File: src/rtl/buck_pwm_pkg.sv
// Shared definitions for the 2-phase interleaved buck gate-drive generator.
// Contents:
//   pwm_state_e  - controller state (IDLE / RUN / FAULT)
//   *_DEF        - default timing constants in clk cycles
//   clamp_ton    - limits a requested on-time to [MIN_ON, MAX_ON], dropping runts to 0
package buck_pwm_pkg;

  typedef enum logic [1:0] {
    ST_IDLE  = 2'd0,
    ST_RUN   = 2'd1,
    ST_FAULT = 2'd2
  } pwm_state_e;

  localparam logic [15:0] PERIOD_DEF = 16'd400;
  localparam logic [15:0] MAX_ON_DEF = 16'd200;
  localparam logic [15:0] MIN_ON_DEF = 16'd4;
  localparam logic [15:0] DEAD_DEF   = 16'd10;

  // Requests at or above max_on saturate; requests too short to be useful produce no pulse.
  function automatic logic [15:0] clamp_ton(input logic [15:0] req,
                                            input logic [15:0] max_on,
                                            input logic [15:0] min_on);
    logic [15:0] res;
    if (req >= max_on) begin
      res = max_on;
    end else if (req < min_on) begin
      res = 16'd0;
    end else begin
      res = req;
    end
    return res;
  endfunction

endpackage

File: src/rtl/buck_pwm_channel.sv
// One phase of the buck gate drive: on-time latch plus high-side / low-side compare.
// Everything is computed from the values the timer and state will take after the
// coming edge, so the registered gates line up with the registered timer output.
// Ports:
//   clk, rst   - clock, synchronous active-high reset
//   run_nxt    - controller will be in RUN after this edge
//   wrap_nxt   - this phase's timer becomes 0 on this edge
//   t_nxt      - this phase's timer value after this edge
//   ton_req    - requested high-side on-time (clk cycles)
//   gate_hs    - registered high-side gate
//   gate_ls    - registered low-side gate
module buck_pwm_channel
  import buck_pwm_pkg::*;
#(
  parameter logic [15:0] PERIOD = PERIOD_DEF,
  parameter logic [15:0] MAX_ON = MAX_ON_DEF,
  parameter logic [15:0] MIN_ON = MIN_ON_DEF,
  parameter logic [15:0] DEAD   = DEAD_DEF
) (
  input  logic        clk,
  input  logic        rst,
  input  logic        run_nxt,
  input  logic        wrap_nxt,
  input  logic [15:0] t_nxt,
  input  logic [15:0] ton_req,
  output logic        gate_hs,
  output logic        gate_ls
);

  logic [15:0] ton_r;
  logic [15:0] ton_nxt_s;
  logic [16:0] ls_start_s;
  logic        hs_nxt_s;
  logic        ls_nxt_s;
  logic        gate_hs_r;
  logic        gate_ls_r;

  // Next on-time and next gate levels; the on-time only moves at this phase's wrap.
  always_comb begin
    ton_nxt_s  = 16'd0;
    ls_start_s = 17'd0;
    hs_nxt_s   = 1'b0;
    ls_nxt_s   = 1'b0;
    if (!run_nxt) begin
      ton_nxt_s = 16'd0;
    end else if (wrap_nxt) begin
      ton_nxt_s = clamp_ton(ton_req, MAX_ON, MIN_ON);
    end else begin
      ton_nxt_s = ton_r;
    end
    // 17-bit sum so a large on-time cannot wrap into the LS window.
    ls_start_s = {1'b0, ton_nxt_s} + {1'b0, DEAD};
    hs_nxt_s   = run_nxt && (t_nxt < ton_nxt_s);
    // When ls_start reaches PERIOD-DEAD the window is empty and LS stays low.
    ls_nxt_s   = run_nxt && (ton_nxt_s != 16'd0) &&
                 ({1'b0, t_nxt} >= ls_start_s) && (t_nxt < (PERIOD - DEAD));
  end

  // On-time latch and gate registers.
  always_ff @(posedge clk) begin
    if (rst) begin
      ton_r     <= 16'd0;
      gate_hs_r <= 1'b0;
      gate_ls_r <= 1'b0;
    end else begin
      ton_r     <= ton_nxt_s;
      gate_hs_r <= hs_nxt_s;
      gate_ls_r <= ls_nxt_s;
    end
  end

  assign gate_hs = gate_hs_r;
  assign gate_ls = gate_ls_r;

endmodule

File: src/rtl/buck_pwm_generator.sv
// Gate-drive generator for the 2-phase interleaved discharge buck.
// Owns the switching timebase (phase-0 counter and its 180-degree copy), the
// IDLE/RUN/FAULT controller and period_start; each phase's gates come from a
// buck_pwm_channel instance.
// Ports:
//   clk, rst                - clock, synchronous active-high reset
//   enable                  - request to run switching
//   fault_in                - level trip, forces FAULT
//   inductor_charging_time  - requested HS on-time, clk cycles
//   timer_buck_4us_0        - phase-0 counter 0..PERIOD-1
//   timer_buck_interleave   - phase-1 counter, half a period ahead
//   gate_hs, gate_ls        - per-phase gates
//   period_start            - pulse while timer_buck_4us_0 == 0
//   running, fault_latched  - state == RUN / state == FAULT
module buck_pwm_generator
  import buck_pwm_pkg::*;
#(
  parameter logic [15:0] PERIOD = PERIOD_DEF,
  parameter logic [15:0] MAX_ON = MAX_ON_DEF,
  parameter logic [15:0] MIN_ON = MIN_ON_DEF,
  parameter logic [15:0] DEAD   = DEAD_DEF
) (
  input  logic        clk,
  input  logic        rst,
  input  logic        enable,
  input  logic        fault_in,
  input  logic [15:0] inductor_charging_time,
  output logic [15:0] timer_buck_4us_0,
  output logic [15:0] timer_buck_interleave,
  output logic [1:0]  gate_hs,
  output logic [1:0]  gate_ls,
  output logic        period_start,
  output logic        running,
  output logic        fault_latched
);

  localparam logic [15:0] HALF = PERIOD >> 1;

  pwm_state_e  state_r;
  pwm_state_e  state_nxt_s;
  logic [15:0] t0_r;
  logic [15:0] t1_r;
  logic [15:0] t0_nxt_s;
  logic [15:0] t1_nxt_s;
  logic        wrap0_s;
  logic        wrap1_s;
  logic        run_nxt_s;
  logic        period_start_r;
  logic        running_r;
  logic        fault_latched_r;

  // Free-running timer increments and wrap strobes.
  always_comb begin
    wrap0_s  = (t0_r == (PERIOD - 16'd1));
    wrap1_s  = (t1_r == (PERIOD - 16'd1));
    t0_nxt_s = wrap0_s ? 16'd0 : (t0_r + 16'd1);
    t1_nxt_s = wrap1_s ? 16'd0 : (t1_r + 16'd1);
  end

  // Controller next state; fault has priority, RUN only starts on a phase-0 wrap.
  always_comb begin
    state_nxt_s = state_r;
    if (fault_in) begin
      state_nxt_s = ST_FAULT;
    end else begin
      case (state_r)
        ST_IDLE: begin
          if (enable && wrap0_s) begin
            state_nxt_s = ST_RUN;
          end else begin
            state_nxt_s = ST_IDLE;
          end
        end
        ST_RUN: begin
          if (!enable) begin
            state_nxt_s = ST_IDLE;
          end else begin
            state_nxt_s = ST_RUN;
          end
        end
        ST_FAULT: begin
          if (!enable) begin
            state_nxt_s = ST_IDLE;
          end else begin
            state_nxt_s = ST_FAULT;
          end
        end
        default: begin
          state_nxt_s = ST_IDLE;
        end
      endcase
    end
    run_nxt_s = (state_nxt_s == ST_RUN);
  end

  // Timers, state register and registered status outputs.
  always_ff @(posedge clk) begin
    if (rst) begin
      t0_r            <= 16'd0;
      t1_r            <= HALF;
      state_r         <= ST_IDLE;
      period_start_r  <= 1'b0;
      running_r       <= 1'b0;
      fault_latched_r <= 1'b0;
    end else begin
      t0_r            <= t0_nxt_s;
      t1_r            <= t1_nxt_s;
      state_r         <= state_nxt_s;
      period_start_r  <= wrap0_s;
      running_r       <= run_nxt_s;
      fault_latched_r <= (state_nxt_s == ST_FAULT);
    end
  end

  buck_pwm_channel #(
    .PERIOD(PERIOD), .MAX_ON(MAX_ON), .MIN_ON(MIN_ON), .DEAD(DEAD)
  ) u_ch0 (
    .clk     (clk),
    .rst     (rst),
    .run_nxt (run_nxt_s),
    .wrap_nxt(wrap0_s),
    .t_nxt   (t0_nxt_s),
    .ton_req (inductor_charging_time),
    .gate_hs (gate_hs[0]),
    .gate_ls (gate_ls[0])
  );

  buck_pwm_channel #(
    .PERIOD(PERIOD), .MAX_ON(MAX_ON), .MIN_ON(MIN_ON), .DEAD(DEAD)
  ) u_ch1 (
    .clk     (clk),
    .rst     (rst),
    .run_nxt (run_nxt_s),
    .wrap_nxt(wrap1_s),
    .t_nxt   (t1_nxt_s),
    .ton_req (inductor_charging_time),
    .gate_hs (gate_hs[1]),
    .gate_ls (gate_ls[1])
  );

  assign timer_buck_4us_0      = t0_r;
  assign timer_buck_interleave = t1_r;
  assign period_start          = period_start_r;
  assign running               = running_r;
  assign fault_latched         = fault_latched_r;

endmodule

File: config.mk
export PLATFORM = sky130hd
export DESIGN_NAME = buck_pwm_generator
export DESIGN_NICKNAME = d
export VERILOG_FILES = /design/src/rtl/buck_pwm_pkg.sv /design/src/rtl/buck_pwm_channel.sv /design/src/rtl/buck_pwm_generator.sv
export SDC_FILE = /design/constraint.sdc
export NUM_CORES = 1
export LEC_CHECK = 0
export ABC_AREA = 1
export BUFFER_PORTS_ARGS = -buffer_cell sky130_fd_sc_hd__buf_2
export CORE_MARGIN = 2
export CORE_UTILIZATION = 57
export DETAILED_ROUTE_END_ITERATION = 16
export PLACE_DENSITY = 0.77
export SETUP_SLACK_MARGIN = 0.05
export SYNTH_ARGS = -nofsm -noshare
export SYNTH_HDL_FRONTEND = slang
export SYNTH_HIERARCHICAL = 1
export SYNTH_SLANG_ARGS = --single-unit
File: constraint.sdc
create_clock -name clk -period 3.9 [get_ports clk]
set_input_delay 0.585 -clock clk [delete_from_list [all_inputs] [get_ports clk]]
set_output_delay 0.585 -clock clk [all_outputs]
set_load 0.02 [all_outputs]
# After elaboration in Yosys (flattened, before gate mapping)

Index checks and enable logic that the tools add are counted.

Logic and storage cells: 55
Register bits after elaboration: 73

Eq/ne operators: 6
Order comparisons: 8
Reduce and logical (&&, ||, !) cells: 12
Add/subtract/negate cells: 4
Mux-type cells: 13

Operator list:

| kind                                                                                  | number |
|---|---|
| 16-bit 2-to-1 mux                                                                     | 8 |
| 16-bit by 4-bit adder with 17-bit output (second input constant)                      | 2 |
| 16-bit by 17-bit greater-or-equal comparator with 1-bit output                        | 2 |
| 16-bit by 1-bit adder with 16-bit output (second input constant)                      | 2 |
| 16-bit by 9-bit == test with 1-bit output (second input constant)                     | 2 |
| 16-bit < comparator                                                                   | 2 |
| 16-bit by 9-bit < comparator with 1-bit output (second input constant)                | 2 |
| 16-bit nonzero test                                                                   | 2 |
| 16-bit by 8-bit greater-or-equal comparator with 1-bit output (second input constant) | 1 |
| 16-bit by 3-bit < comparator with 1-bit output (second input constant)                | 1 |
| 1-bit logical AND                                                                     | 9 |
| 2-bit case mux with 3 select lines                                                    | 1 |
| 2-bit by 1-bit == test with 1-bit output (second input constant)                      | 2 |
| 2-bit == test (second input constant)                                                 | 2 |
| 2-bit 2-to-1 mux                                                                      | 2 |
| 2-bit logical NOT                                                                     | 1 |
| 1-bit 2-to-1 mux                                                                      | 2 |

# Longest topological paths before layout

Gate-level depths: netlist (run 1).

Word-level depth: 11
Mapped depth: 34
Depth with buffers taken out: 33

# Cells and area by module

Netlist (run 1), hierarchy kept.

Modules (own cells, without submodules):

| module             | instances | cells an instance | area each (µm²) |
|---|---|---|---|
| buck_pwm_channel   | 2         | 286               | 1989.4 |
| buck_pwm_generator | 1         | 318               | 2019.4 |

# Worst setup path after synthesis (run 1)

Ideal clock, no wire load.

Path type: reg-to-reg
Start: reg t0_r[0] (netlist: timer_buck_4us_0[0])
End: reg u_ch0.gate_ls_r (netlist: u_ch0/gate_ls)
Data arrival time: 3.431 ns
Cell stages (with the launch flop): 34
Path slack: 0.355 ns
Setup time: 0.113 ns
Clock period less this slack: 3.545 ns
Buffers on the path: 2
Cell sequence: dfxtp_1 ha_1 nand2_2 inv_2 nand2_1 nor2_2 nand2_2 inv_2 buf_6 clkinv_4 buf_8 nand2_1 nand2_1 nand2_1 inv_1 ha_1 inv_1 nand2_1 nand2_2 nor2_4 xor2_1 ha_1 nand2_1 nor2_1 nor3_1 nand2_1 nand2_1 nand2_1 nand2_1 nand2_1 nand2_1 nand2_1 nand2_1 nor2_1

Longest elaborated chain between the ends: 11
Elaborated cells between the ends (all ways): 17

Ends and longest elaborated chain:

| item                                                                                                | line                                           | RTL |
|---|---|---|
| start: declaration                                                                                  | buck_pwm_generator.sv:41                       | `logic [15:0] t0_r;` |
| start signal: assignment                                                                            | buck_pwm_generator.sv:106                      | `t0_r <= t0_nxt_s;` |
| 16-bit by 9-bit == test with 1-bit output *                                                         | buck_pwm_generator.sv:54                       | `wrap0_s = (t0_r == (PERIOD - 16'd1));` |
| net wrap0_s                                                                                         | buck_pwm_generator.sv:45                       | `logic wrap0_s;` |
| 1-bit logical AND                                                                                   | buck_pwm_generator.sv:68                       | `if (enable && wrap0_s) begin` |
| 1-bit 2-to-1 mux                                                                                    | buck_pwm_generator.sv:68                       |  |
| 2-bit case mux with 3 select lines                                                                  | buck_pwm_generator.sv:66                       | `case (state_r)` |
| 2-bit 2-to-1 mux                                                                                    | buck_pwm_generator.sv:63                       | `if (fault_in) begin` |
| 2-bit by 1-bit == test with 1-bit output                                                            | buck_pwm_generator.sv:93                       | `run_nxt_s = (state_nxt_s == ST_RUN);` |
| 16-bit 2-to-1 mux *                                                                                 | buck_pwm_channel.sv:44                         | `if (!run_nxt) begin` |
| net u_ch0.ton_nxt_s[1]                                                                              | buck_pwm_channel.sv:31                         | `logic [15:0] ton_nxt_s;` |
| 16-bit by 4-bit adder with 17-bit output or 16-bit nonzero test (tied branches)                     | buck_pwm_channel.sv:52, buck_pwm_channel.sv:55 |  |
| 16-bit by 17-bit greater-or-equal comparator with 1-bit output or 1-bit logical AND (tied branches) | buck_pwm_channel.sv:56, buck_pwm_channel.sv:55 |  |
| 1-bit logical AND *                                                                                 | buck_pwm_channel.sv:55                         | `ls_nxt_s = run_nxt && (ton_nxt_s != 16'd0) &&` |
| 1-bit logical AND *                                                                                 | buck_pwm_channel.sv:56                         | `({1'b0, t_nxt} >= ls_start_s) && (t_nxt < (PERIOD - DEAD));` |
| end signal: assignment                                                                              | buck_pwm_channel.sv:68                         | `gate_ls_r <= ls_nxt_s;` |
| end: declaration                                                                                    | buck_pwm_channel.sv:36                         | `logic gate_ls_r;` |

The timed path passes the listed nets; every way through them passes the cells marked *.
A chain may end at the register's enable or synchronous reset.

# Final worst setup path (run 1)

Start: reg t0_r[1] (netlist: timer_buck_4us_0[1])
End: reg u_ch0.gate_ls_r (netlist: u_ch0/gate_ls)

Longest elaborated chain between the ends: 11
Elaborated cells between the ends (all ways): 17

Ends and longest elaborated chain:

| item                                                                                                | line                                           | RTL |
|---|---|---|
| 16-bit by 9-bit == test with 1-bit output *                                                         | buck_pwm_generator.sv:54                       |  |
| 1-bit logical AND *                                                                                 | buck_pwm_generator.sv:68                       |  |
| 1-bit 2-to-1 mux *                                                                                  | buck_pwm_generator.sv:68                       |  |
| 2-bit case mux with 3 select lines *                                                                | buck_pwm_generator.sv:66                       |  |
| 2-bit 2-to-1 mux *                                                                                  | buck_pwm_generator.sv:63                       |  |
| 2-bit by 1-bit == test with 1-bit output *                                                          | buck_pwm_generator.sv:93                       |  |
| net run_nxt_s                                                                                       | buck_pwm_generator.sv:47                       | `logic run_nxt_s;` |
| 16-bit 2-to-1 mux                                                                                   | buck_pwm_channel.sv:44                         |  |
| 16-bit by 4-bit adder with 17-bit output or 16-bit nonzero test (tied branches)                     | buck_pwm_channel.sv:52, buck_pwm_channel.sv:55 |  |
| 16-bit by 17-bit greater-or-equal comparator with 1-bit output or 1-bit logical AND (tied branches) | buck_pwm_channel.sv:56, buck_pwm_channel.sv:55 |  |
| 1-bit logical AND *                                                                                 | buck_pwm_channel.sv:55                         |  |
| 1-bit logical AND *                                                                                 | buck_pwm_channel.sv:56                         |  |

Marks and branches as above.

==> metrics.txt, run 1 <==
Clock Tree Root=clkbuf_8; 1st-iter DRT viols=256; R2R setup slack=between 0.3 and 0.4 ns; status=finished, final reports clean; Post-synth EDFFs=0; worst skew pair latency=between 0.3 and 0.4 ns; DR vias=about 5,900; # IOs=59; DRC errors left=0; reg-to-reg endpoint=u_ch0/gate_ls; Synth top area share=0.2436; DPL Wire Length=approximately 11,000 microns; dpl ws=around 0.2 ns; Post-Route Setup TNS=0 ns; post-synth cell types=43; layout cells sized above 1=0.1928; Register-to-Register Path Depth=25; grt ovf=0; hold_buf cts=0; syn nets=around 980; Tcrit/Tclk final=0.9164; largest net degree at the start of global routing=44; first-pass GRT wire length=roughly 24,000 microns; Die Span X=between 100 and 150 microns; CP Class=flip-flop to flip-flop; gpl congestion=0.8761; DIE HEIGHT=approximately 110 microns; min-delay worst type=primary input to flip-flop; initial antenna violation count=0; Ys Warns=6; min-delay src=fault_in; fmax=roughly 280 MHz; H-tree depth=3; die area=0.01136 sq mm; TritonCTS clock tree=done; routed wire length=14,370 microns; remaining antenna violation count=0; Post-Place Cells=1,076; Reg clk slew, reported paths=0.08 ns; max cap viols=0; Final Setup Violations=0; Slew Limit Fails=0; Final Non-Filler Cells=1,106; nets=1,051; clk_skew=0.007436 ns; power density over the cells=between 200 and 250 mW/mm^2; Slowest-stage cell, CP=nor4_1; RR Startpoint=timer_buck_4us_0[1]; Site Rows=37; #FFs+latches synth=73; Cell Area, Synth=approximately 0.0060 sq mm; cells after synthesis=890; Clock Path Buffers=2; max_slew headroom=0.4360; critical path data arrival time=3.83 ns; Final min period=between 3 and 4 ns; crit-path max FO=12; Pre-antenna DRT Iters=4; top post-synthesis cells by area=dfxtp_1 24%, ha_1 14%, nand2_1 13%, nor2_1 9.7%, inv_1 6.4%; clock sinks=73; sequential area share after synthesis=0.2436; async set-reset flop share out of synthesis=0; Starting Density=0.5836; Syn Area/Cell=slightly below 7 sq um; Inserted Clock Buffers=9; Antenna Cells=0; Startpoint Class=flip-flop; final hold vios=0; final setup margin=around 0.33 ns; vias in the first global route=between 5,000 and 6,000; Area Overhead vs Synth=13.43%; Worst Hold Depth=3; Slew @ Worst Pin=roughly 0.85 ns; core area=roughly 0.010 sq mm; worst vdd ir=approximately 0.00028 V; Yosys top cell by area=dfxtp_1; GRT Util Overall=0.2604; IO buf count=between 50 and 60; Worst Hold End=state_r[1]; max incr delay on CP=0.38 ns; Post-synth top flop=dfxtp_1; Leak=0.003508 uW; vias per std cell=roughly 5.3; Worst Setup End Kind=flip-flop; Worst EP required=4.16 ns; CP most frequent cell=nand2_1; Routed wire per std cell=~13 microns
==> synthesized netlist by cell type (3+ instances only) <==
cell / n
clkbuf_1: 8
nor2_8: 3
ha_1: 66
nor3_1: 27
nand4_1: 31
xor2_1: 20
inv_2: 4
buf_6: 4
nor2_1: 155
nand3b_1: 6
nor4_1: 6
o21ai_0: 4
inv_1: 103
xnor2_1: 5
nor2_4: 4
nor2_2: 14
nand3_1: 47
a21oi_1: 28
xor2_2: 3
o21bai_1: 6
nand2_2: 20
nand3_2: 11
nand2_1: 207
dfxtp_1: 73
==> flip-flops by register name, summed over array words and instances, names as in the netlist <==
signal                 cells
timer_buck_interleave     16
u_ch1/gate_hs              1
running                    1
period_start               1
fault_latched              1
u_ch1/gate_ls              1
state_r                    2
timer_buck_4us_0          16
u_ch0/gate_ls              1
u_ch1/ton_r               16
u_ch0/gate_hs              1
u_ch0/ton_r               16
==> routing by layer <==
layer  GRT usage  vias up  part of all wire
li1            -     3027                 -
met1      0.2927     2719              0.42
met2      0.4800       95              0.53
met3     0.05410       24             0.030
met4     0.09833        0             0.019
met5           0        -                 0
==> area by class of cell <==
class | count | area, sq um
multi-input cells | 690 | 4060
fillers | 965 | 3473
flip-flops and latches | 73 | 1473
repair buffers | 79 | 447.9
inverters | 111 | 435.4
well taps | 136 | 170.2
clock buffers | 10 | 127.6
clock inverters | 6 | 82.58
repair inverters | 1 | 7.507
==> through the flow <==
step | instance area (sq um) | power [uW] | hold WS (ns) | utilization
global placement | 6399 | 889.9 | 0.5107 | 0.6226
global route | 6804 | 1594 | 0.5062 | 0.6620
CTS | 6609 | 1537 | 0.4998 | 0.6430
floorplan | 5998 | 848.5 | 0.4865 | -
detailed placement | 6399 | 892.5 | 0.5108 | 0.6226
finish | 6804 | 1530 | 0.5231 | 0.6620
==> critical path, delay by kind of cell, from the launching register on <==
family / cells / cell delay, ns
flip-flops: 1 / 0.35
AO/OA/AOI/OAI: 1 / 0.23
XOR/XNOR: 1 / 0.16
adder cells (fa/ha/maj): 2 / 0.46
AND/OR/NAND/NOR: 17 / 1.73
buffers and inverters: 4 / 0.51
==> power breakdown <==
part | internal [uW] | switching (uW)
clock network | 357 | 293
registers | 752 | 6.86
logic | 42.6 | 79.4
total | 1150 | 379
==> kinds of logic after synthesis <==
| group | Yosys count | synth area share |
|---|---|---|
| buf+inv | 127 | 0.09115 |
| fa+ha+maj | 66 | 0.1377 |
| flops | 73 | 0.2436 |
| compound gates | 52 | 0.05381 |
| xor+xnor | 28 | 0.04464 |
| simple gates | 544 | 0.4291 |
==> repair_timing <==
item,in CTS,in global routing
resized for setup,0,30
endpoints found under the setup margin,0,2
buffers inserted,0,13
==> layout by cell type (no fill, tap or decap), types with 3 or more instances in the layout <==
cell and instances:
nand2_1 200, nor2_1 153, inv_1 100, dfxtp_1 68, ha_1 64, buf_2 58, nand3_1 47, nand4_1 31
a21oi_1 28, nand2_2 26, nor3_1 26, buf_4 21, xor2_1 20, nor2_2 16, nand3_2 10, clkbuf_8 9
o21bai_1 6, nand3b_1 6, inv_2 5, xnor2_1 5, nor4_1 5, nor2_4 4, o21ai_0 4, nor2_8 3
xor2_2 3, clkinv_4 3, clkinvlp_4 3, clkinv_2 3, dfxtp_2 3, nand3_4 3
==> worst max path at each step <==
stage / start / end / slack, ns / cells past startpoint
floorplan: timer_buck_4us_0[0] / u_ch0/gate_ls / 0.36 / 33
global placement: timer_buck_4us_0[1] / u_ch0/gate_ls / 0.25 / 25
detailed placement: timer_buck_4us_0[1] / u_ch0/gate_ls / 0.20 / 25
CTS: timer_buck_4us_0[1] / u_ch0/gate_ls / 0.17 / 25
global route: timer_buck_interleave[7] / u_ch1/gate_ls / -0.04 / 30
finish: timer_buck_4us_0[1] / u_ch0/gate_ls / 0.33 / 25
No activity file was read; power rests on OpenSTA's default activity.
==> run 2, diff against run 1 <==
- ABC_AREA: 1 -> 0
- CORE_MARGIN: 2 -> 10
- CORE_UTILIZATION: 57 -> 53
- PLACE_DENSITY: 0.77 -> 0.73
==> metrics.txt, run 2 <==
Startpoint Class=flip-flop; most frequent cells in the layout=91 x buf_4, 66 x dfxtp_1, 65 x nor2_1; area of the multi-input gates=approximately 0.004 sq mm; Post-Place Cells=just under 900; 1st-iter DRT viols=493; DRC errors left=0; Syn Area/Cell=~8.6 sq um; Clock Path Buffers=2; M1 wire length=between 7000 and 8000 microns; Slew @ Worst Pin=between 0.7 and 0.8 ns; sequential area share after synthesis=0.2742; Layout fillers=about 750; final hold vios=0; final setup margin=-0.06509 ns; highest routed layer=met4; gpl congestion=0.9194; Starting Density=0.5453; Area Overhead vs Synth=30.89%; DR vias=approximately 5,300; clk_skew=slightly above 0.005 ns; Final Setup Violations=1; met3 WL=1051 microns; nets=around 860; failing checks=negative setup slack; max cap viols=0; first-pass GRT wire length=roughly 25,000 microns; Die Span X=between 100 and 150 microns; Post-synth top flop=dfxtp_1; initial antenna violation count=0; remaining antenna violation count=0; cells after synthesis=between 600 and 700; fmax=around 250 MHz; largest net degree at the start of global routing=27; GRT Util Overall=0.2059; Clock Tree Root=clkbuf_8; top post-synthesis cells by area=dfxtp_1 27%, ha_1 15%, xor2_1 4.9%, nor2_1 4.9%, nor2b_1 3.5%; min-delay worst type=primary input to flip-flop; vias per std cell=between 5 and 6; status=complete, but fails checks; Reg clk slew, reported paths=approximately 0.070 ns; commonest non-fill, non-tap cell in the layout=buf_4; layout cells sized above 1=0.3188; syn nets=slightly above 700; Inserted Clock Buffers=9; post-synth cell types=69; Routed wire per std cell=around 17 microns; most frequent cell after synthesis=dfxtp_1; Detail Route met2 WL=6729 microns; vias in the first global route=between 5,000 and 6,000; Leak=approximately 0.0032 uW; CP Class=flip-flop to flip-flop; Pre-antenna DRT Iters=5; DIE HEIGHT=around 120 microns; Cell Area, Synth=between 0.005 and 0.006 sq mm; Yosys top cell by area=dfxtp_1; IO buf count=58; max_slew headroom=0.4962; core area=slightly below 0.01 sq mm; routed wire length=between 15,000 and 20,000 microns; clock sinks=between 70 and 80; Worst EP required=about 4.2 ns; power density over the cells=roughly 210 mW/mm^2; #FFs+latches synth=73; Seq. cell area=roughly 0.0015 sq mm; Final min period=around 4.0 ns; Final Non-Filler Cells=911; die area=0.01447 sq mm; async set-reset flop share out of synthesis=0; crit-path max FO=4; dpl ws=-0.1956 ns; Post-synth EDFFs=0; Site Rows=36; DPL Wire Length=11,770 microns; grt ovf=0; critical path data arrival time=approximately 4.2 ns; # IOs=approximately 60; Synth top area share=0.2742; Worst Setup End Kind=flip-flop; Slew Limit Fails=0; Antenna Cells=0; H-tree depth=3; Ys Warns=6; most frequent cells after synthesis=73 x dfxtp_1, 69 x nor2_1, 66 x ha_1; Tcrit/Tclk final=1.017; worst skew pair latency=0.36 ns; unrepaired setup endpoints after global routing=yes; hold_buf cts=0; TritonCTS clock tree=done; worst vdd ir=around 0.00013 V
## run 2: layout make-up
| class | count | share of cell area |
|---|---|---|
| Clock buffer | 13 | 0.02278 |
| Clock inverter | 3 | 0.005739 |
| Inverter | 28 | 0.01578 |
| Multi-Input combinational cell | 508 | 0.5744 |
| Sequential cell | 73 | 0.2114 |
| Tap cell | 133 | 0.02385 |
| Timing Repair Buffer | 153 | 0.1460 |
## run 2: critical path, stage by stage (launching register included)
cell       delay [ns]
dfxtp_4          0.34
or4_4            0.55
nor4_4           0.28
buf_4            0.19
buf_4            0.12
and2_4           0.14
buf_4            0.10
a41oi_2          0.15
buf_4            0.19
nor2_1           0.16
and3_1           0.27
nand3_1          0.16
xnor2_1          0.18
ha_2             0.36
nor3_4           0.05
nor4_2           0.16
o2111ai_1        0.16
nor4_1           0.29
## run 2: worst paths after layout
path / from / endpoint / slack, ns / cells past startpoint
worst max-delay path: timer_buck_interleave[11] / u_ch1/gate_ls / -0.07 / 17
worst min-delay path: fault_in / state_r[0] / 0.46 / 2
worst max register to register: timer_buck_interleave[11] / u_ch1/gate_ls / -0.07 / 17
worst min register to register: u_ch1/ton_r[0] / u_ch1/ton_r[0] / 0.47 / 2
## run 2: logic make-up (layout without fill, tap and decap cells)
family / count (synthesis) / count (layout) / share of synthesized area
adder cells (fa/ha/maj): 66 / 66 / 0.1549
AO/OA/AOI/OAI: 95 / 95 / 0.1329
flip-flops: 73 / 73 / 0.2742
multiplexers: 4 / 4 / 0.007981
buffers and inverters: 41 / 197 / 0.03193
AND/OR/NAND/NOR: 295 / 295 / 0.3193
XOR/XNOR: 48 / 48 / 0.07887
## run 2: per-stage QoR
| step | hold slack (ns) | cell area, sq um | total power, uW | util | TNS (ns) |
|---|---|---|---|---|---|
| finish | 0.4607 | 6977 | 1496 | 0.7138 | -0.06509 |
| global route | 0.4668 | 6977 | 1556 | 0.7138 | -0.2750 |
| CTS | 0.4512 | 6773 | 1507 | 0.6929 | 0 |
| detailed placement | 0.4589 | 6452 | 899.3 | 0.6601 | -0.2375 |
| global placement | 0.4502 | 6452 | 893.8 | 0.6601 | -0.08930 |
| floorplan | 0.4334 | 5399 | 841.6 | - | -0.3410 |
## run 2: where the power goes
group	total, uW	switching [uW]	leakage [uW]	internal (uW)
Clock	612	283	0.000103	329
Sequential	757	6.21	0.000593	751
Combinational	127	77.5	0.00246	49.1
Total	1500	367	0.00316	1130
## run 2: what timing repair did
| action | 4_1_cts | 5_1_grt |
|---|---|---|
| endpoints found under the setup margin | 2 | 3 |
| hold endpoints to repair | 0 | 0 |
| pin swaps | 9 | 24 |
| gates resized for setup | 21 | 36 |
| gates cloned | 0 | 0 |
| buffers inserted | 2 | 5 |
## run 2: metal layers
layer  GRT usage  up-vias
met5           0        -
met3     0.04607       16
li1            -     2582
met4     0.05053        0
met1      0.2857     2502
met2      0.3164      189
